File: src/rtl/conv33_pkg.sv
// Shared constants, state encoding and sizing helper for the conv33 output path.
package conv33_pkg;

    localparam int ACC_W = 20;
    localparam int OUT_W = 8;
    localparam int IMG_W = 26;
    localparam int IMG_H = 26;
    localparam int PACK  = 4;

    typedef enum logic [1:0] {
        ST_IDLE = 2'd0,
        ST_RUN  = 2'd1,
        ST_DONE = 2'd2
    } state_e;

    function automatic int words_per_row(input int img_w, input int pack);
        return (img_w + pack - 1) / pack;
    endfunction

endpackage

File: src/rtl/conv33_requant.sv
// Round-half-up right shift, optional ReLU and signed saturation of one accumulator value.
module conv33_requant #(
    parameter int ACC_W = 20,
    parameter int OUT_W = 8,
    parameter int SHIFT = 8
) (
    input  logic signed [ACC_W-1:0] data_i,
    input  logic                    relu_en_i,
    output logic        [OUT_W-1:0] pix_o,
    output logic                    sat_o
);

    localparam logic signed [ACC_W:0] RND   = (ACC_W+1)'(1) << (SHIFT - 1);
    localparam logic signed [ACC_W:0] MAX_V = (ACC_W+1)'((1 << (OUT_W - 1)) - 1);
    localparam logic signed [ACC_W:0] MIN_V = ~MAX_V;

    logic signed [ACC_W:0] sum;
    logic signed [ACC_W:0] shifted;

    // One extra bit keeps the rounding add from wrapping at the positive limit.
    always_comb begin
        sum     = $signed({data_i[ACC_W-1], data_i}) + RND;
        shifted = sum >>> SHIFT;
        pix_o   = shifted[OUT_W-1:0];
        sat_o   = 1'b0;
        if (relu_en_i && data_i[ACC_W-1]) begin
            pix_o = '0;
        end else if (shifted > MAX_V) begin
            pix_o = MAX_V[OUT_W-1:0];
            sat_o = 1'b1;
        end else if (shifted < MIN_V) begin
            pix_o = MIN_V[OUT_W-1:0];
            sat_o = 1'b1;
        end
    end

endmodule

File: src/rtl/conv33_output_writer.sv
// Requantizes conv33 results, packs PACK pixels per word and writes a frame with row-aware addressing.
//   state   | meaning
//   IDLE    | waiting for start; incoming pixels are dropped
//   RUN     | accepting pixels and writing packed words
//   DONE    | final word issued; frame_done follows next cycle
module conv33_output_writer #(
    parameter int ACC_W  = conv33_pkg::ACC_W,
    parameter int OUT_W  = conv33_pkg::OUT_W,
    parameter int SHIFT  = 8,
    parameter int IMG_W  = conv33_pkg::IMG_W,
    parameter int IMG_H  = conv33_pkg::IMG_H,
    parameter int PACK   = conv33_pkg::PACK,
    parameter int ADDR_W = 10
) (
    input  logic                    clk,
    input  logic                    rst_n,
    input  logic                    start,
    input  logic                    relu_en,
    input  logic                    in_valid,
    input  logic signed [ACC_W-1:0] in_data,
    output logic                    wr_en,
    output logic [ADDR_W-1:0]       wr_addr,
    output logic [PACK*OUT_W-1:0]   wr_data,
    output logic                    busy,
    output logic                    frame_done,
    output logic                    sat_flag,
    output logic                    drop_err
);

    import conv33_pkg::*;

    localparam int WORDS  = IMG_H * words_per_row(IMG_W, PACK);
    localparam int LANE_W = (PACK > 1) ? $clog2(PACK) : 1;
    localparam int COL_W  = (IMG_W > 1) ? $clog2(IMG_W) : 1;

    state_e                 state_q, state_d;
    logic                   relu_q;
    logic                   s1_valid_q;
    logic [OUT_W-1:0]       s1_pix_q;
    logic                   s1_sat_q;
    logic [LANE_W-1:0]      lane_q;
    logic [COL_W-1:0]       col_q;
    logic [ADDR_W-1:0]      word_q;
    logic [PACK*OUT_W-1:0]  pack_q;
    logic                   wr_en_q;
    logic [ADDR_W-1:0]      wr_addr_q;
    logic [PACK*OUT_W-1:0]  wr_data_q;
    logic                   frame_done_q;
    logic                   sat_q;
    logic                   drop_q;

    logic [OUT_W-1:0]       req_pix;
    logic                   req_sat;
    logic                   in_run;
    logic                   accept;
    logic                   row_end;
    logic                   word_end;
    logic                   last_word;
    logic [PACK*OUT_W-1:0]  word_nx;

    conv33_requant #(
        .ACC_W (ACC_W),
        .OUT_W (OUT_W),
        .SHIFT (SHIFT)
    ) u_requant (
        .data_i    (in_data),
        .relu_en_i (relu_q),
        .pix_o     (req_pix),
        .sat_o     (req_sat)
    );

    always_comb begin
        in_run    = (state_q == ST_RUN);
        accept    = s1_valid_q && in_run;
        row_end   = (col_q == COL_W'(IMG_W - 1));
        word_end  = accept && ((lane_q == LANE_W'(PACK - 1)) || row_end);
        last_word = word_end && (word_q == ADDR_W'(WORDS - 1));
        // Unused upper lanes of a row-end word stay zero because pack_q clears per word.
        word_nx   = pack_q;
        for (int l = 0; l < PACK; l++) begin
            if (lane_q == LANE_W'(l)) begin
                word_nx[l*OUT_W +: OUT_W] = s1_pix_q;
            end
        end
    end

    always_comb begin
        state_d = state_q;
        case (state_q)
            ST_IDLE: if (start)     state_d = ST_RUN;
            ST_RUN:  if (last_word) state_d = ST_DONE;
            ST_DONE:                state_d = ST_IDLE;
            default:                state_d = ST_IDLE;
        endcase
    end

    always_ff @(posedge clk or negedge rst_n) begin
        if (!rst_n) begin
            state_q      <= ST_IDLE;
            relu_q       <= 1'b0;
            s1_valid_q   <= 1'b0;
            s1_pix_q     <= '0;
            s1_sat_q     <= 1'b0;
            lane_q       <= '0;
            col_q        <= '0;
            word_q       <= '0;
            pack_q       <= '0;
            wr_en_q      <= 1'b0;
            wr_addr_q    <= '0;
            wr_data_q    <= '0;
            frame_done_q <= 1'b0;
            sat_q        <= 1'b0;
            drop_q       <= 1'b0;
        end else begin
            state_q      <= state_d;
            wr_en_q      <= 1'b0;
            frame_done_q <= (state_q == ST_DONE);
            s1_valid_q   <= in_valid && in_run;
            if (in_valid && in_run) begin
                s1_pix_q <= req_pix;
                s1_sat_q <= req_sat;
            end

            if (start && state_q == ST_IDLE) begin
                relu_q <= relu_en;
                lane_q <= '0;
                col_q  <= '0;
                word_q <= '0;
                pack_q <= '0;
                sat_q  <= 1'b0;
                drop_q <= 1'b0;
            end else begin
                // Late stage-1 results after the final word count as drops too.
                if ((in_valid && !in_run) || (s1_valid_q && !in_run)) begin
                    drop_q <= 1'b1;
                end
                if (accept && s1_sat_q) begin
                    sat_q <= 1'b1;
                end
            end

            if (accept) begin
                if (word_end) begin
                    wr_en_q   <= 1'b1;
                    wr_addr_q <= word_q;
                    wr_data_q <= word_nx;
                    word_q    <= word_q + 1'b1;
                    lane_q    <= '0;
                    pack_q    <= '0;
                end else begin
                    lane_q <= lane_q + 1'b1;
                    pack_q <= word_nx;
                end
                col_q <= row_end ? '0 : col_q + 1'b1;
            end
        end
    end

    assign wr_en      = wr_en_q;
    assign wr_addr    = wr_addr_q;
    assign wr_data    = wr_data_q;
    assign frame_done = frame_done_q;
    assign busy       = (state_q != ST_IDLE) || frame_done_q;
    assign sat_flag   = sat_q;
    assign drop_err   = drop_q;

endmodule

File: config.mk
export PLATFORM = sky130hd
export DESIGN_NAME = conv33_output_writer
export DESIGN_NICKNAME = d
export VERILOG_FILES = /design/src/rtl/conv33_pkg.sv /design/src/rtl/conv33_requant.sv /design/src/rtl/conv33_output_writer.sv
export SDC_FILE = /design/constraint.sdc
export NUM_CORES = 1
export LEC_CHECK = 0
export BUFFER_PORTS_ARGS = -buffer_cell sky130_fd_sc_hd__buf_2
export CAP_MARGIN = 20
export CORE_ASPECT_RATIO = 2
export CORE_UTILIZATION = 54
export DETAILED_ROUTE_END_ITERATION = 6
export GPL_ROUTABILITY_DRIVEN = 1
export PLACE_DENSITY = 0.77
export REMOVE_ABC_BUFFERS = 1
export SLEW_MARGIN = 20
export SYNTH_ARGS = -nofsm -noshare
export SYNTH_HDL_FRONTEND = slang
export SYNTH_SLANG_ARGS = --single-unit
File: constraint.sdc
create_clock -name clk -period 4 [get_ports clk]
set_clock_uncertainty 0.05 [all_clocks]
set_input_delay 0.4 -clock clk [delete_from_list [all_inputs] [get_ports clk]]
set_output_delay 0.4 -clock clk [all_outputs]
set_load 0.005 [all_outputs]
==> impl_metrics.csv, run 1 <==
group,metric,value,unit
run_status,outcome,"finished clean",
clock_tree,numClockSinks,108,
synthesis,synth_xor_area_frac,0.0196,
sta,slew_violations,0,
sta,max_slew_margin,0.537,
synthesis,synth.distinct_cells,51,
setup_path,startpoint,"lane_q[0]",
clock_tree,clock_latency,0.33,ns
clock_tree,cts-root-buf,"clkbuf_16",
sta,timing.fmax,0.354,GHz
synthesis,synth_top_area_cell,"dfrtp_1",
setup_path,cp_top_family,"buffers and inverters",
setup_path,cp_slowest_cell,"ha_1",
layout,antenna_cells,0,
synthesis,ys.flop_type,"dfrtp_1",
synthesis,synth_edf_count,0,
floorplanning,rows,48,
clock_tree,cts_buffers,9,
sta,period_needed,2.83,ns
synthesis,yosysWarnings,0,
setup_path,crit_buf_inv,3,
layout,instances_no_fill,615,
setup_path,worstPathRequired,4.16,ns
sta,hold_violations,0,
floorplanning,die_area,9500,um2
global_route,grt_pass1_wl,17300,um
drt,wl,10000,um
job,drv_cap,0,
worst_hold_path,hold_path.class,"in -> reg",
layout,num-nets-final,544,
synthesis,synth_compound_area_frac,0.138,
drt,final_antenna_net_count,0,
layout,layout-drive-gt1-share,0.190,
setup_path,path_common_cell,"nand2_1",
setup_path,path_class,"reg -> reg",
synthesis,synth_fa_ha_area_frac,0.0229,
drt,drc,0,
floorplanning,die_w,69.4,um
global_route,antenna_found_initial,0,
synthesis,async_flop_share,1.00,
clock_tree,cts_resized,0,
global_route,grt_overflow,0,
global_route,grt_pass1_vias,3590,
sta,period_share,0.706,
power,cellLeakagePower,2.61,nW
layout,fillers,709,
clock_tree,clkTransAtPathRegs,0.07,ns
place,dpl.cell_count,598,
clock_tree,htree_levels,3,
synthesis,syn_inst,465,
setup_path,end_kind,"register",
place,portBuffers,64,
synthesis,synth-seq-cells,108,
floorplanning,start_util,0.564,
clock_tree,clk_path_buf_depth,2,
worst_hold_path,hp-start,"relu_en",
setup_path,reg2reg_setup_slack,1.17,ns
sta,fin_setup_tns,0,ns
sta,rsz0062_at_grt,"no",
layout,area_delta_synth_final,12.2,%
clock_tree,cts_tree,"built",
sta,max_slew.worst_pin.slew,0.693,ns
synthesis,synth_area_leaders,"dfrtp_1, mux2i_1, nand2_1",
power,power_density,704,nW/um2
global_route,grtUsageTotal,0.230,
synthesis,yosys.area.top_type_share,0.551,
setup_path,arrival,2.99,ns
drt,vias,3573,
setup_path,critPathLaunchType,"register",
synthesis,synth_seq_area_share,0.551,
floorplanning,core_area,8710,um2
setup_path,worstPathMaxFanout,70,
place,dp_hpwl,7050,um
setup_path,slowest_delay,0.55,ns
global_route,grt_max_degree,71,
synthesis,synth_common_cells,"dfrtp_1, nand2_1, nor2_1, a21oi_1, mux2i_1",
drt,wl_per_cell,16.3,um
power,peakVddDrop,0.343,mV
drt,drt_iter0_markers,300,
floorplanning,boundaryPins,72,
sta,setup_viol,0,
floorplanning,die_h,137,um
synthesis,syn_area_per_cell,10.6,um2
drt,avgViaCountPerCell,5.81,
drt,drt_pass1_iterations,4,
synthesis,yosysMostFrequentCell,"dfrtp_1",
synthesis,synth_simple_gate_area_frac,0.158,
setup_path,r2r_start,"lane_q[0]",
synthesis,synth_top_family_by_area,"simple AND/OR/NAND/NOR gates",
setup_path,path_cells,"ha_1, inv_1, nand2_1, nand2_2, inv_2, buf_4, nand2_1, nand3_1, o21ai_0",
synthesis,synth_area,4910,um2
synthesis,synthMuxAreaShare,0.0714,
place,gp_congestion,0.825,
cells in the final DEF (no fill, tap or decap), types with 3 or more instances in the layout:
cell / netlist / final
dfrtp_1: 108 / 108
buf_2: 11 / 63
nand2_1: 60 / 60
nor2_1: 38 / 38
a21oi_1: 36 / 36
mux2i_1: 35 / 35
a22o_1: 24 / 24
nand3_1: 17 / 17
o21ai_0: 14 / 14
and3_1: 12 / 12
ha_1: 9 / 9
clkbuf_16: 0 / 9
inv_1: 8 / 8
xor2_1: 7 / 7
nand4_1: 6 / 6
o311ai_1: 5 / 5
and2_1: 4 / 4
xnor2_1: 4 / 4
buf_4: 1 / 4
nand2_2: 3 / 3
o211ai_1: 3 / 3
o21ai_2: 3 / 3
nor3_1: 3 / 3
layout make-up:
| cell class | instances | area, um2 | area share |
|---|---|---|---|
| multi-input cells | 314 | 2010 | 0.365 |
| clock inverters | 3 | 18.8 | 0.00341 |
| repair buffers | 68 | 355 | 0.0645 |
| inverters | 9 | 33.8 | 0.00613 |
| flip-flops and latches | 108 | 2700 | 0.491 |
| clock buffers | 13 | 260 | 0.0473 |
| well taps | 100 | 125 | 0.0227 |
cell families (layout without fill, tap and decap cells):
| kind of cell | Yosys count | count (layout) |
|---|---|---|
| XOR/XNOR | 11 | 11 |
| adder cells (fa/ha/maj) | 9 | 9 |
| multiplexers | 35 | 35 |
| flip-flops | 108 | 108 |
| buffers and inverters | 43 | 93 |
| AO/OA/AOI/OAI | 98 | 98 |
| AND/OR/NAND/NOR | 161 | 161 |
through the flow:
| stage | total power [mW] | setup WS, ns | util | cell area [um2] | hold slack [ns] |
|---|---|---|---|---|---|
| global placement | 3.00 | 1.28 | 0.599 | 5220 | 0.284 |
| detailed placement | 3.06 | 1.19 | 0.599 | 5220 | 0.284 |
| finish | 3.88 | 1.17 | 0.632 | 5510 | 0.202 |
| floorplan | 2.57 | 1.32 | - | 4750 | 0.0544 |
| global route | 4.16 | 0.908 | 0.632 | 5510 | 0.215 |
| CTS | 3.91 | 1.14 | 0.632 | 5510 | 0.196 |
worst paths after layout:
path                                to  cells past startpoint
max in group asynchronous  s1_pix_q[3]                      3
setup / recovery             word_q[2]                      9
hold / removal                  relu_q                      3
min in group asynchronous       relu_q                      2
hold reg to reg                 relu_q                      2
setup reg to reg             word_q[2]                      9
repair_timing:
| action | 4_1_cts | 5_1_grt |
|---|---|---|
| setup buffers | 0 | 0 |
| endpoints found under the setup margin | 0 | 0 |
| hold buffers | 1 | 0 |
| hold endpoints to repair | 25 | 0 |
layer usage:
| metal | up-vias | GRT usage | routed length [um] |
|---|---|---|---|
| met5 | - | 0 | 0 |
| met4 | 0 | 0.119 | 321 |
| met3 | 22 | 0.0346 | 301 |
| met2 | 85 | 0.409 | 5510 |
| met1 | 1752 | 0.265 | 3910 |
| li1 | 1714 | - | - |
flip-flops by register name, indices dropped and copies added, names as in the netlist, 2 cells and up:
signal / flops
pack_q: 32
wr_data: 32
lane_q: 2
word_q: 10
state_q: 2
wr_addr: 10
col_q: 5
s1_pix_q: 8
tightest hold or removal path, delay by kind of cell:
kind                   cells  cell delay (ns)
buffers and inverters      1             0.07
and+or+nand+nor            2             0.08
report_power, final:
| group | switching (mW) | internal [mW] | total (mW) |
|---|---|---|---|
| logic | 0.656 | 0.582 | 1.24 |
| registers | 0.301 | 1.51 | 1.81 |
| clock network | 0.375 | 0.457 | 0.832 |
Note: power is estimated with default switching activity, not from simulation.
==> inputs of run 2 (changes only) <==
- CORE_UTILIZATION: 54 -> 51
- PLACE_DENSITY: 0.77 -> 0.76
- clock period: 4 -> 2.32 ns (I/O delays scaled with it)
==> run 2 against run 1 <==
- the run now ends with DRC left
- die area up 5.8%
- final cell count increased by 2.1%
- critical path depth is the same
- wire length rose by 1.5%
- sequential power rose by 72%
- utilization fell by 2.5 points
- via count grew 0.95%
- combinational power rose by 77%
- total power grew 80%
- largest cell class unchanged
- count of clock-buffer cells in the layout shrank 3
- clock power grew 100%
- flip-flop and latch count is the same
==> impl_metrics.csv, run 2 (synthesized netlist as in run 1, its figures left out) <==
group,metric,value,unit
sta,period_share,0.878,
layout,layout_commonest_cell,"dfrtp_1",
drt,drc,2,
drt,wl,10200,um
global_route,grt_pass1_vias,3589,
place,postPlaceCellArea,5320,um2
power,power_frac_comb,0.315,
clock_tree,cts-root-buf,"clkbuf_16",
global_route,antenna_found_initial,0,
floorplanning,boundaryPins,72,
floorplanning,rows,50,
place,dpl.cell_count,611,
place,gp_congestion,0.817,
layout,multi_input_area,2010,um2
drt,avgViaCountPerCell,5.74,
sta,rsz0062_at_grt,"no",
drt,wl_per_cell,16.2,um
setup_path,critPathLaunchType,"register",
clock_tree,htree_levels,3,
layout,fillers,752,
setup_path,worstPathRequired,2.48,ns
floorplanning,die_w,71.4,um
floorplanning,die_area,10000,um2
sta,timing.fmax,0.491,GHz
drt,drt_iter0_markers,307,
drt,drt_pass1_iterations,6,
sta,period_needed,2.04,ns
power,p_int,4.64,mW
global_route,grt_max_degree,50,
worst_hold_path,hold_path.class,"in -> reg",
power,cellLeakagePower,2.69,nW
sta,setup_viol,0,
setup_path,worstPathMaxFanout,9,
power,pwr-share-seq,0.446,
power,p_sw_frac,0.335,
layout,area_delta_synth_final,15.3,%
power,power_density,1230,nW/um2
clock_tree,clk_path_buf_depth,2,
floorplanning,core_area,9320,um2
setup_path,arrival,2.20,ns
power,p_clk_frac,0.239,
clock_tree,numClockSinks,108,
global_route,grtUsageTotal,0.221,
clock_tree,cts_tree,"built",
power,p_sw,2.34,mW
clock_tree,clkTransAtPathRegs,0.07,ns
sta,hold_violations,0,
sta,finalWorstSetupSlack,0.284,ns
layout,num-nets-final,553,
setup_path,path_class,"reg -> reg",
layout,final_cell_mix,"dfrtp_1, buf_2, nand2_1",
setup_path,end_kind,"register",
power,peakVddDrop,0.794,mV
place,detailedPlace.worstSlack,0.279,ns
clock_tree,clock_latency,0.34,ns
clock_tree,cts_resized,0,
power,finalPower,6.98,mW
layout,regArea,2700,um2
layout,utilization,0.607,
layout,antenna_cells,0,
layout,layout-drive-gt1-share,0.208,
floorplanning,die_h,141,um
drt,final_antenna_net_count,0,
place,portBuffers,64,
global_route,grt_overflow,0,
global_route,grt_pass1_wl,17400,um
layout,final_area,5660,um2
run_status,violations,"DRC",
run_status,outcome,"finished with violations",
place,dp_hpwl,7210,um
clock_tree,cts_buffers,9,
sta,slew_violations,0,
floorplanning,start_util,0.527,
sta,max_slew_margin,0.709,
drt,vias,3607,
layout,instances_no_fill,628,
sta,max_slew.worst_pin.slew,0.437,ns
job,drv_cap,0,
==> run 2: worst paths after layout <==
check / endpoint / slack [ns] / start / depth (start not counted)
max: state_q[0] / 0.28 / col_q[1] / 9
min: relu_q / 0.04 / relu_en / 3
max reg2reg: state_q[0] / 0.28 / col_q[1] / 9
min reg2reg: wr_addr[0] / 0.42 / wr_addr[0] / 2
max in group asynchronous: wr_en / 1.19 / rst_n / 3
min in group asynchronous: wr_data[25] / 0.33 / rst_n / 2
==> run 2: metrics by stage <==
stage | hold slack [ns] | TNS, ns
CTS | 0.0261 | 0
detailed placement | 0.158 | 0
finish | 0.0357 | 0
floorplan | -0.114 | -2.30
global placement | 0.153 | 0
global route | 0.0433 | 0
==> run 2: worst max-delay path, stage by stage (launching register included) <==
cell and delay, ns:
dfrtp_1 0.40, inv_1 0.08, ha_1 0.15, nand4b_1 0.20, nand2_1 0.15, nand2_2 0.07, inv_2 0.17, nand2_1 0.10
nor4_2 0.41, o21ai_1 0.12
==> run 2: power by group through the flow <==
| stage | sequential, mW | clock [mW] | combinational, mW |
|---|---|---|---|
| after floorplan | 3.07 | 0 | 1.36 |
| after global placement | 3.11 | 0 | 2.14 |
| after detailed placement | 3.14 | 0 | 2.20 |
| after CTS | 3.12 | 1.69 | 2.23 |
| after global routing | 3.21 | 1.76 | 2.49 |
| final | 3.11 | 1.67 | 2.19 |
==> run 2: layer usage <==
| metal | vias to the layer above | track usage | routed length, um |
|---|---|---|---|
| met2 | 69 | 0.398 | 5670 |
| met1 | 1782 | 0.260 | 4060 |
| met3 | 16 | 0.0379 | 260 |
| li1 | 1740 | - | - |
| met4 | 0 | 0.0811 | 195 |
| met5 | - | 0 | 0 |
==> run 2: final cells by class <==
type,instances,share of cell area
flip-flops and latches,108,0.478
multi-input cells,314,0.355
repair buffers,77,0.0792
clock buffers,10,0.0422
well taps,104,0.0230
clock inverters,6,0.0166
inverters,9,0.00597
==> run 2: repair_timing <==
item,4_1_cts,5_1_grt
hold endpoints to repair,31,0
setup buffers,0,0
hold buffers,1,0
